===== src/rtl/seg_scan_display.sv =====
// Multiplexed N-digit seven-segment scanner with frame-synchronous double buffering.
// Define SEG_LZB_EN to enable leading-zero blanking of the upper digits.

module seg_scan_lane (
  input  logic [3:0] val,
  input  logic       dp,
  input  logic       en,
  input  logic       lzBlank,
  output logic [0:7] lit
);
  // Active-high lit pattern, index 0..6 = a..g (literals read left to right as abcdefg)
  logic [0:6] hex;

  always_comb begin
    hex = '0;
    case (val)
      4'h0: hex = 7'b1111110;
      4'h1: hex = 7'b0110000;
      4'h2: hex = 7'b1101101;
      4'h3: hex = 7'b1111001;
      4'h4: hex = 7'b0110011;
      4'h5: hex = 7'b1011011;
      4'h6: hex = 7'b1011111;
      4'h7: hex = 7'b1110000;
      4'h8: hex = 7'b1111111;
      4'h9: hex = 7'b1111011;
      4'hA: hex = 7'b1110111;
      4'hB: hex = 7'b0011111;
      4'hC: hex = 7'b1001110;
      4'hD: hex = 7'b0111101;
      4'hE: hex = 7'b1001111;
      4'hF: hex = 7'b1000111;
      default: hex = '0;
    endcase
  end

  always_comb begin
    lit = '0;
    if (en) lit = {(lzBlank ? 7'b0 : hex), dp};
  end
endmodule

module seg_scan_display #(
  parameter int DIGITS         = 2,
  parameter int CLK_HZ         = 50_000_000,
  parameter int SCAN_HZ        = 1000,
  parameter int BLANK_CYC      = 16,
  parameter bit SEG_ACTIVE_LOW = 1'b1,
  parameter bit DIG_ACTIVE_LOW = 1'b1
) (
  input  logic                  clkI,
  input  logic                  rstI,
  input  logic [4*DIGITS-1:0]   valI,
  input  logic [DIGITS-1:0]     dpI,
  input  logic [DIGITS-1:0]     enI,
  input  logic                  loadI,
  output logic [0:7]            segO,
  output logic [DIGITS-1:0]     digO,
  output logic                  frameO
);
  localparam int DIV = CLK_HZ / SCAN_HZ;
  localparam int CW  = $clog2(DIV);
  localparam int IW  = (DIGITS > 1) ? $clog2(DIGITS) : 1;
  localparam logic [CW-1:0] CNT_MAX   = CW'(DIV - 1);
  localparam logic [CW-1:0] BLANK_LIM = CW'(BLANK_CYC);
  localparam logic [IW-1:0] IDX_MAX   = IW'(DIGITS - 1);
  localparam logic [0:0] BLANK = 1'b0;
  localparam logic [0:0] SHOW  = 1'b1;

  typedef struct packed {
    logic [DIGITS-1:0][3:0] val;
    logic [DIGITS-1:0]      dp;
    logic [DIGITS-1:0]      en;
  } dispBuf_t;

  dispBuf_t inBuf, pend, act;
  logic [CW-1:0] cnt;
  logic [IW-1:0] idx;
  logic          frameEdge;
  logic [0:0]    phase;
  logic [DIGITS-1:0]      lzb;
  logic [DIGITS-1:0][0:7] laneLit;
  logic [0:7]             selSeg;
  logic [DIGITS-1:0]      selDig;

  assign inBuf.val = valI;
  assign inBuf.dp  = dpI;
  assign inBuf.en  = enI;
  assign frameEdge = (cnt == CNT_MAX) && (idx == IDX_MAX);
  assign phase     = (cnt < BLANK_LIM) ? BLANK : SHOW;

  // Active buffer only moves on the wrap edge, so a frame never tears
  always_ff @(posedge clkI) begin
    if (rstI) begin
      cnt  <= '0;
      idx  <= '0;
      pend <= '0;
      act  <= '0;
    end else begin
      if (loadI) pend <= inBuf;
      if (cnt == CNT_MAX) begin
        cnt <= '0;
        if (frameEdge) begin
          idx <= '0;
          act <= loadI ? inBuf : pend;
        end else begin
          idx <= idx + 1'b1;
        end
      end else begin
        cnt <= cnt + 1'b1;
      end
    end
  end

`ifdef SEG_LZB_EN
  always_comb begin
    logic run;
    lzb = '0;
    run = 1'b1;
    for (int k = DIGITS - 1; k >= 1; k--) begin
      run    = run & (act.val[k] == 4'd0);
      lzb[k] = run;
    end
  end
`else
  assign lzb = '0;
`endif

  for (genvar k = 0; k < DIGITS; k++) begin : g_lane
    seg_scan_lane u_lane (
      .val     (act.val[k]),
      .dp      (act.dp[k]),
      .en      (act.en[k]),
      .lzBlank (lzb[k]),
      .lit     (laneLit[k])
    );
  end

  always_comb begin
    selSeg = '0;
    selDig = '0;
    if (phase == SHOW) begin
      selSeg      = laneLit[idx];
      selDig[idx] = act.en[idx];
    end
  end

  // Polarity is folded in only here; everything upstream is active-high
  always_ff @(posedge clkI) begin
    if (rstI) begin
      segO   <= {8{SEG_ACTIVE_LOW}};
      digO   <= {DIGITS{DIG_ACTIVE_LOW}};
      frameO <= 1'b0;
    end else begin
      segO   <= selSeg ^ {8{SEG_ACTIVE_LOW}};
      digO   <= selDig ^ {DIGITS{DIG_ACTIVE_LOW}};
      frameO <= frameEdge;
    end
  end
endmodule


===== config.mk =====
export PLATFORM = sky130hd
export DESIGN_NAME = seg_scan_display
export DESIGN_NICKNAME = d
export VERILOG_FILES = /design/src/rtl/seg_scan_display.sv
export SDC_FILE = /design/constraint.sdc
export NUM_CORES = 1
export LEC_CHECK = 0
export ABC_AREA = 1
export BUFFER_PORTS_ARGS = -buffer_cell sky130_fd_sc_hd__buf_2
export CORE_MARGIN = 2
export CORE_UTILIZATION = 25
export CTS_CLUSTER_SIZE = 28
export DETAILED_ROUTE_END_ITERATION = 10
export HOLD_SLACK_MARGIN = 0.06
export PLACE_DENSITY_LB_ADDON = 0.15
export SETUP_SLACK_MARGIN = 0.3
export SLEW_MARGIN = 15
export SYNTH_ARGS = -nofsm -noshare
export SYNTH_HDL_FRONTEND = slang
export SYNTH_SLANG_ARGS = --single-unit
export TNS_END_PERCENT = 20

===== constraint.sdc =====
create_clock -name clkI -period 2.9 [get_ports clkI]
set_clock_uncertainty 0.1 [all_clocks]
set_input_delay 0.725 -clock clkI [delete_from_list [all_inputs] [get_ports clkI]]
set_output_delay 0.725 -clock clkI [all_outputs]
set_load 0.02 [all_outputs]

* Word level (Yosys, flattened, before mapping) *
Memory sizes are Yosys's and may differ from the RTL's. A register that Yosys moved wholly into a read port is not among the register bits.
Cells that the tools add are included.

operators by class
  add/subtract/negate cells = 2
  magnitude comparators = 3
  equal/unequal tests = 1
  mux-type cells = 16
  bitwise operators = 3
  reductions and logical operators = 4

operators with widths
  operator                                                               count
  8-bit 2-to-1 mux                                                       5
  16-bit by 1-bit adder with 16-bit output, second input constant        1
  16-bit == test, second input constant                                  1
  16-bit by 5-bit < comparator with 1-bit output, second input constant  1
  4-bit 2-to-1 mux                                                       4
  12-bit 2-to-1 mux                                                      1
  8-bit NOT                                                              1
  1-bit 2-to-1 mux                                                       4
  2-bit bitwise AND                                                      1
  1-bit logical AND                                                      2
  1-bit by 2-bit < comparator with 1-bit output, second input constant   1
  2-bit 2-to-1 mux                                                       1
  2-bit NOT                                                              1
  2-bit AND reduction                                                    1
  2-bit OR reduction                                                     1
  1-bit adder, second input constant                                     1
  1-bit demux with 1-bit select                                          1
  1-bit >= comparator, second input constant                             1

word-level totals
  register bits after elaboration = 52
  ROM bits = 224
  input bits = 15
  output and inout port bits = 11
  word-level logic and storage cells = 44
  memories kept = 2

memory list
  name              words  width  rd ports  clocked after Yosys merged registers in  write ports  line  source
  (name not given)  16     7      1         1                                        0            16    case (val)
  (name not given)  16     7      1         1                                        0            16

* Logic depth before layout (Yosys ltp) *
  depth after elaboration = 7
  depth in mapped cells = 15
  gate-level depth less buffers = 14

* By module *
A second synthesis with hierarchy kept.

unflattened totals
  cells, all modules = 431
  area total of the unflattened synthesis = 2911.5 um2

modules (own cells, without submodules)
  module                             instances  cells an instance  area an instance (um2)  sequential area each (um2)
  seg_scan_display                   1          325                2304.7                  1041.0
  seg_scan_lane at g_lane[1].u_lane  1          55                 327.8                   0.0
  seg_scan_lane at g_lane[0].u_lane  1          51                 279.0                   0.0

* Worst setup path before layout *
Ideal clock, no wire load.

  path type = in2reg
  start = input loadI
  end = register g_lane[0].u_lane.hex[1] (netlist name)
  library setup time = 0.116 ns
  arrival time = 2.084 ns
  data required time = 2.684 ns
  slack = 0.600 ns
  stages = 9
  path buffers = 1
  cell sequence = buf_2 > or2_2 > o21ai_0 > nand4_1 > nand3_2 > inv_1 > ha_1 > o21ai_0 > nand2_1

between the ends
  longest elaborated chain between the ends = 3

RTL lines
  element                                          line  source
  from (decl)                                      56    input logic loadI,
  12-bit 2-to-1 mux                                n/a
  4-bit 2-to-1 mux (no source line) (2 in series)  n/a

Every way passes these cells.
A chain may end at the register's enable or synchronous reset.

* Worst setup path in the final report *
  start = register cnt[0]
  end = register g_lane[0].u_lane.hex[1] (netlist name)

between the ends
  longest elaborated chain between the ends = 5

RTL lines
  element                                              line     source
  from (decl)                                          77       logic [CW-1:0] cnt;
  from (signal assigned)                               110      cnt <= cnt + 1'b1;
  16-bit == test (*)                                   89, 101
  1-bit logical AND                                    89       assign frameEdge = (cnt == CNT_MAX) && (idx == IDX_MAX);
  2-bit AND reduction (no source line) (*)             n/a
  4-bit 2-to-1 mux (no source line) (*) (2 in series)  n/a

Mark *: on every way between the ends. The rest lies on a longest branch, timed or not.

==> results.yml <==
global_route:
  met1_usage: 0.161
  grtUsageMet2: 0.163
  grt_busiest_layer: "met2"
  antenna_found_initial: 0
  met3_usage: 0.0288
  grt_pass1_wl_um: 11800
  grt_pass1_vias: 2446
  grt_max_degree: 25
  grtUsageTotal: 0.115
  grt-ovfl-total: 0
timing:
  finalSetupViolations: 0
  slew_headroom: 0.716
  timing.final.crit_share: 0.786
  period_minus_slack_ns: 2.28
  setup_tns_ns: 0
  worst_slew_pin_slew_ns: 0.424
  finalMaxSlewViolations: 0
  rsz0062_at_grt: "false"
  timing.fmax_mhz: 439
  hold_violations: 0
synth:
  ys_ff_latch: 66
  synth_fp_nets: 426
  synthCells: 396
  yosysSeqAreaShare: 0.423
  synth_area_um2: 3130
  yosys_warnings: 0
  synth.distinct_cells: 32
  synth.avg_cell_area_um2: 7.89
final_layout:
  design_area_um2: 3770
  layout-drive-gt1-share: 0.217
  nets: 459
  synthToLayoutAreaGrowth_pct: 20.5
  layoutNonFillerInstCount: 602
  diodes: 0
  fin_util: 0.311
  fillerInstances: 1343
clock_network:
  tritoncts: "yes"
  clk_latency_ns: 0.33
  root_buffer: "clkbuf_16"
  cts.htree.levels: 3
  cts.sinks: 66
  cts.path.max_buffers: 2
  cts-buffers-inserted: 9
  clk_pin_slew_ns: 0.05
detailed_routing:
  ant_nets: 0
  wl_per_cell_um: 11.3
  wl_um: 6820
  dr.first_iter.drc_count: 101
  drc: 0
  vias: 2483
  vias_per_cell: 4.12
  first_pass_iters: 4
worst_setup_path:
  max_stage_delay_ns: 0.34
  crit_chain: "ha_1 -> nand3_2 -> nor2_2 -> nand3_4 -> nand2_1 -> nand3_2 -> inv_1 -> ha_1 -> o21ai_0 -> nand2_1"
  cp.arrival_ns: 2.39
  crit_type: "register to register"
  cp_max_fo: 8
  cp_slowest_cell: "dfxtp_1"
  end_kind: "register"
  cp.required_ns: 3.01
  cp-start-kind: "register"
power_and_ir_drop:
  power_leakage_uw: 0.00179
  p_clk_frac: 0.538
  fin_total_pwr_uw: 2180
  powerDensity_nw_per_um2: 579
  irDropWorstVdd_mv: 0.225
  p_seq_frac: 0.425
  swShare: 0.209
  p_comb_frac: 0.037
  p_int_uw: 1730
  p_sw_uw: 455
floorplanning:
  io_pins: 26
  die_h_um: 116
  fp.dieW_um: 116
  start_util: 0.258
  dieArea_um2: 13400
  coreArea_um2: 12100
  num_rows: 40
run:
  maxCapViolations: 0
place:
  hpwl_um: 5020
  dp.cells: 586
  portBuffers: 25
  routabilityCongestion: 0.800
  placed_cell_area_um2: 3440
run_status:
  status: "completed"
worst_hold_path:
  worstHoldPathType: "register to register"
[area by class of cell]
cell class / count / area (um2) / area share
multi-input combinational: 260 / 1520 / 0.405
sequential: 66 / 1320 / 0.351
inverter: 65 / 251 / 0.0668
clock buffer: 11 / 243 / 0.0644
tap: 168 / 210 / 0.0558
timing repair buffer: 27 / 140 / 0.0372
clock inverter: 5 / 77.6 / 0.0206
[worst max-delay path: cells and delay by family (launching register included)]
kind	cells	cell delay (ns)
AOI/OAI and AO/OA	1	0.17
and+or+nand+nor	6	0.92
DFF	1	0.34
buffers and inverters	1	0.16
adders and majority gates	2	0.47
[state kept, by name (all words and copies together) (netlist names)]
| name | cells |
|---|---|
| cnt | 16 |
| digO | 2 |
| frameO | 1 |
| pend | 12 |
| idx | 1 |
| act | 12 |
| g_lane.u_lane.hex | 14 |
| segO | 8 |
[stage by stage]
step,setup WS (ns),hold slack (ns)
floorplan,0.600,0.318
global placement,0.399,0.330
detailed placement,0.325,0.333
CTS,0.485,0.345
global route,0.383,0.382
finish,0.620,0.341
[cell usage after synthesis]
master,number,area share
buf_6,1,0.0036
dfxtp_1,66,0.42
nor2_2,10,0.020
nand2_2,8,0.016
xnor2_1,2,0.0056
a22oi_1,1,0.0024
nand2_4,8,0.029
o21ai_0,9,0.014
a31oi_1,1,0.0020
nand3_1,33,0.053
nor2_1,40,0.048
nor3_1,4,0.0064
a21oi_1,9,0.014
inv_2,2,0.0024
or2_2,7,0.014
nor2_4,2,0.0072
or2_0,2,0.0040
nand3_4,4,0.022
nand3b_2,1,0.0036
o21a_1,1,0.0024
inv_4,3,0.0060
inv_1,60,0.072
ha_1,15,0.060
nor3b_1,2,0.0048
nand3b_1,2,0.0048
buf_2,4,0.0064
nand2_1,78,0.094
o22ai_1,4,0.0080
nand4_1,3,0.0060
nand2_8,1,0.0064
o22a_1,8,0.022
nand3_2,5,0.016
[repair_timing]
| action | in CTS | in global routing |
|---|---|---|
| hold buffers | 0 | 0 |
| resized for setup | 0 | 1 |
| buffers inserted | 0 | 0 |
| endpoints found under the setup margin | 0 | 2 |
[final timing paths]
| check | start | cells after the start | slack (ns) | end |
|---|---|---|---|---|
| worst max-delay path | cnt[0] | 10 | 0.62 | g_lane[0].u_lane.hex[1] |
| worst max register to register | cnt[0] | 10 | 0.62 | g_lane[0].u_lane.hex[1] |
| worst min register to register | cnt[0] | 1 | 0.34 | cnt[0] |
| worst min-delay path | cnt[0] | 1 | 0.34 | cnt[0] |
[routing by layer]
metal / share of wire / up-vias / wire length, um
met5: 0 / - / 0
met4: 0.025 / 0 / 170
met3: 0.033 / 12 / 228
met2: 0.40 / 36 / 2710
met1: 0.54 / 1127 / 3710
li1: - / 1308 / -
[placed cells by master (no fill, tap or decap), types with 3 or more instances in the layout]
master and n:
a21oi_1 9, buf_2 25, clkbuf_16 9, dfxtp_1 66, ha_1 15, inv_1 60, inv_4 3, nand2_1 77
nand2_2 9, nand2_4 8, nand3_1 33, nand3_2 5, nand3_4 4, nand4_1 3, nor2_1 40, nor2_2 10
nor3_1 4, o21ai_0 9, o22a_1 8, o22ai_1 4, or2_2 7
[cell families after synthesis]
family | synth area share
simple gates | 0.355
buf+inv | 0.0905
flops | 0.423
compound gates | 0.0661
fa+ha+maj | 0.0600
xor+xnor | 0.00561
[power groups by stage]
stage	clock network (uW)	logic, uW	registers [uW]
after global placement	0	80.1	947
after global routing	1240	92.0	928
after CTS	1210	81.6	927
after detailed placement	0	81.1	947
final	1170	80.7	927
after floorplan	0	58.4	945
Power figures use the tool's default switching activity.
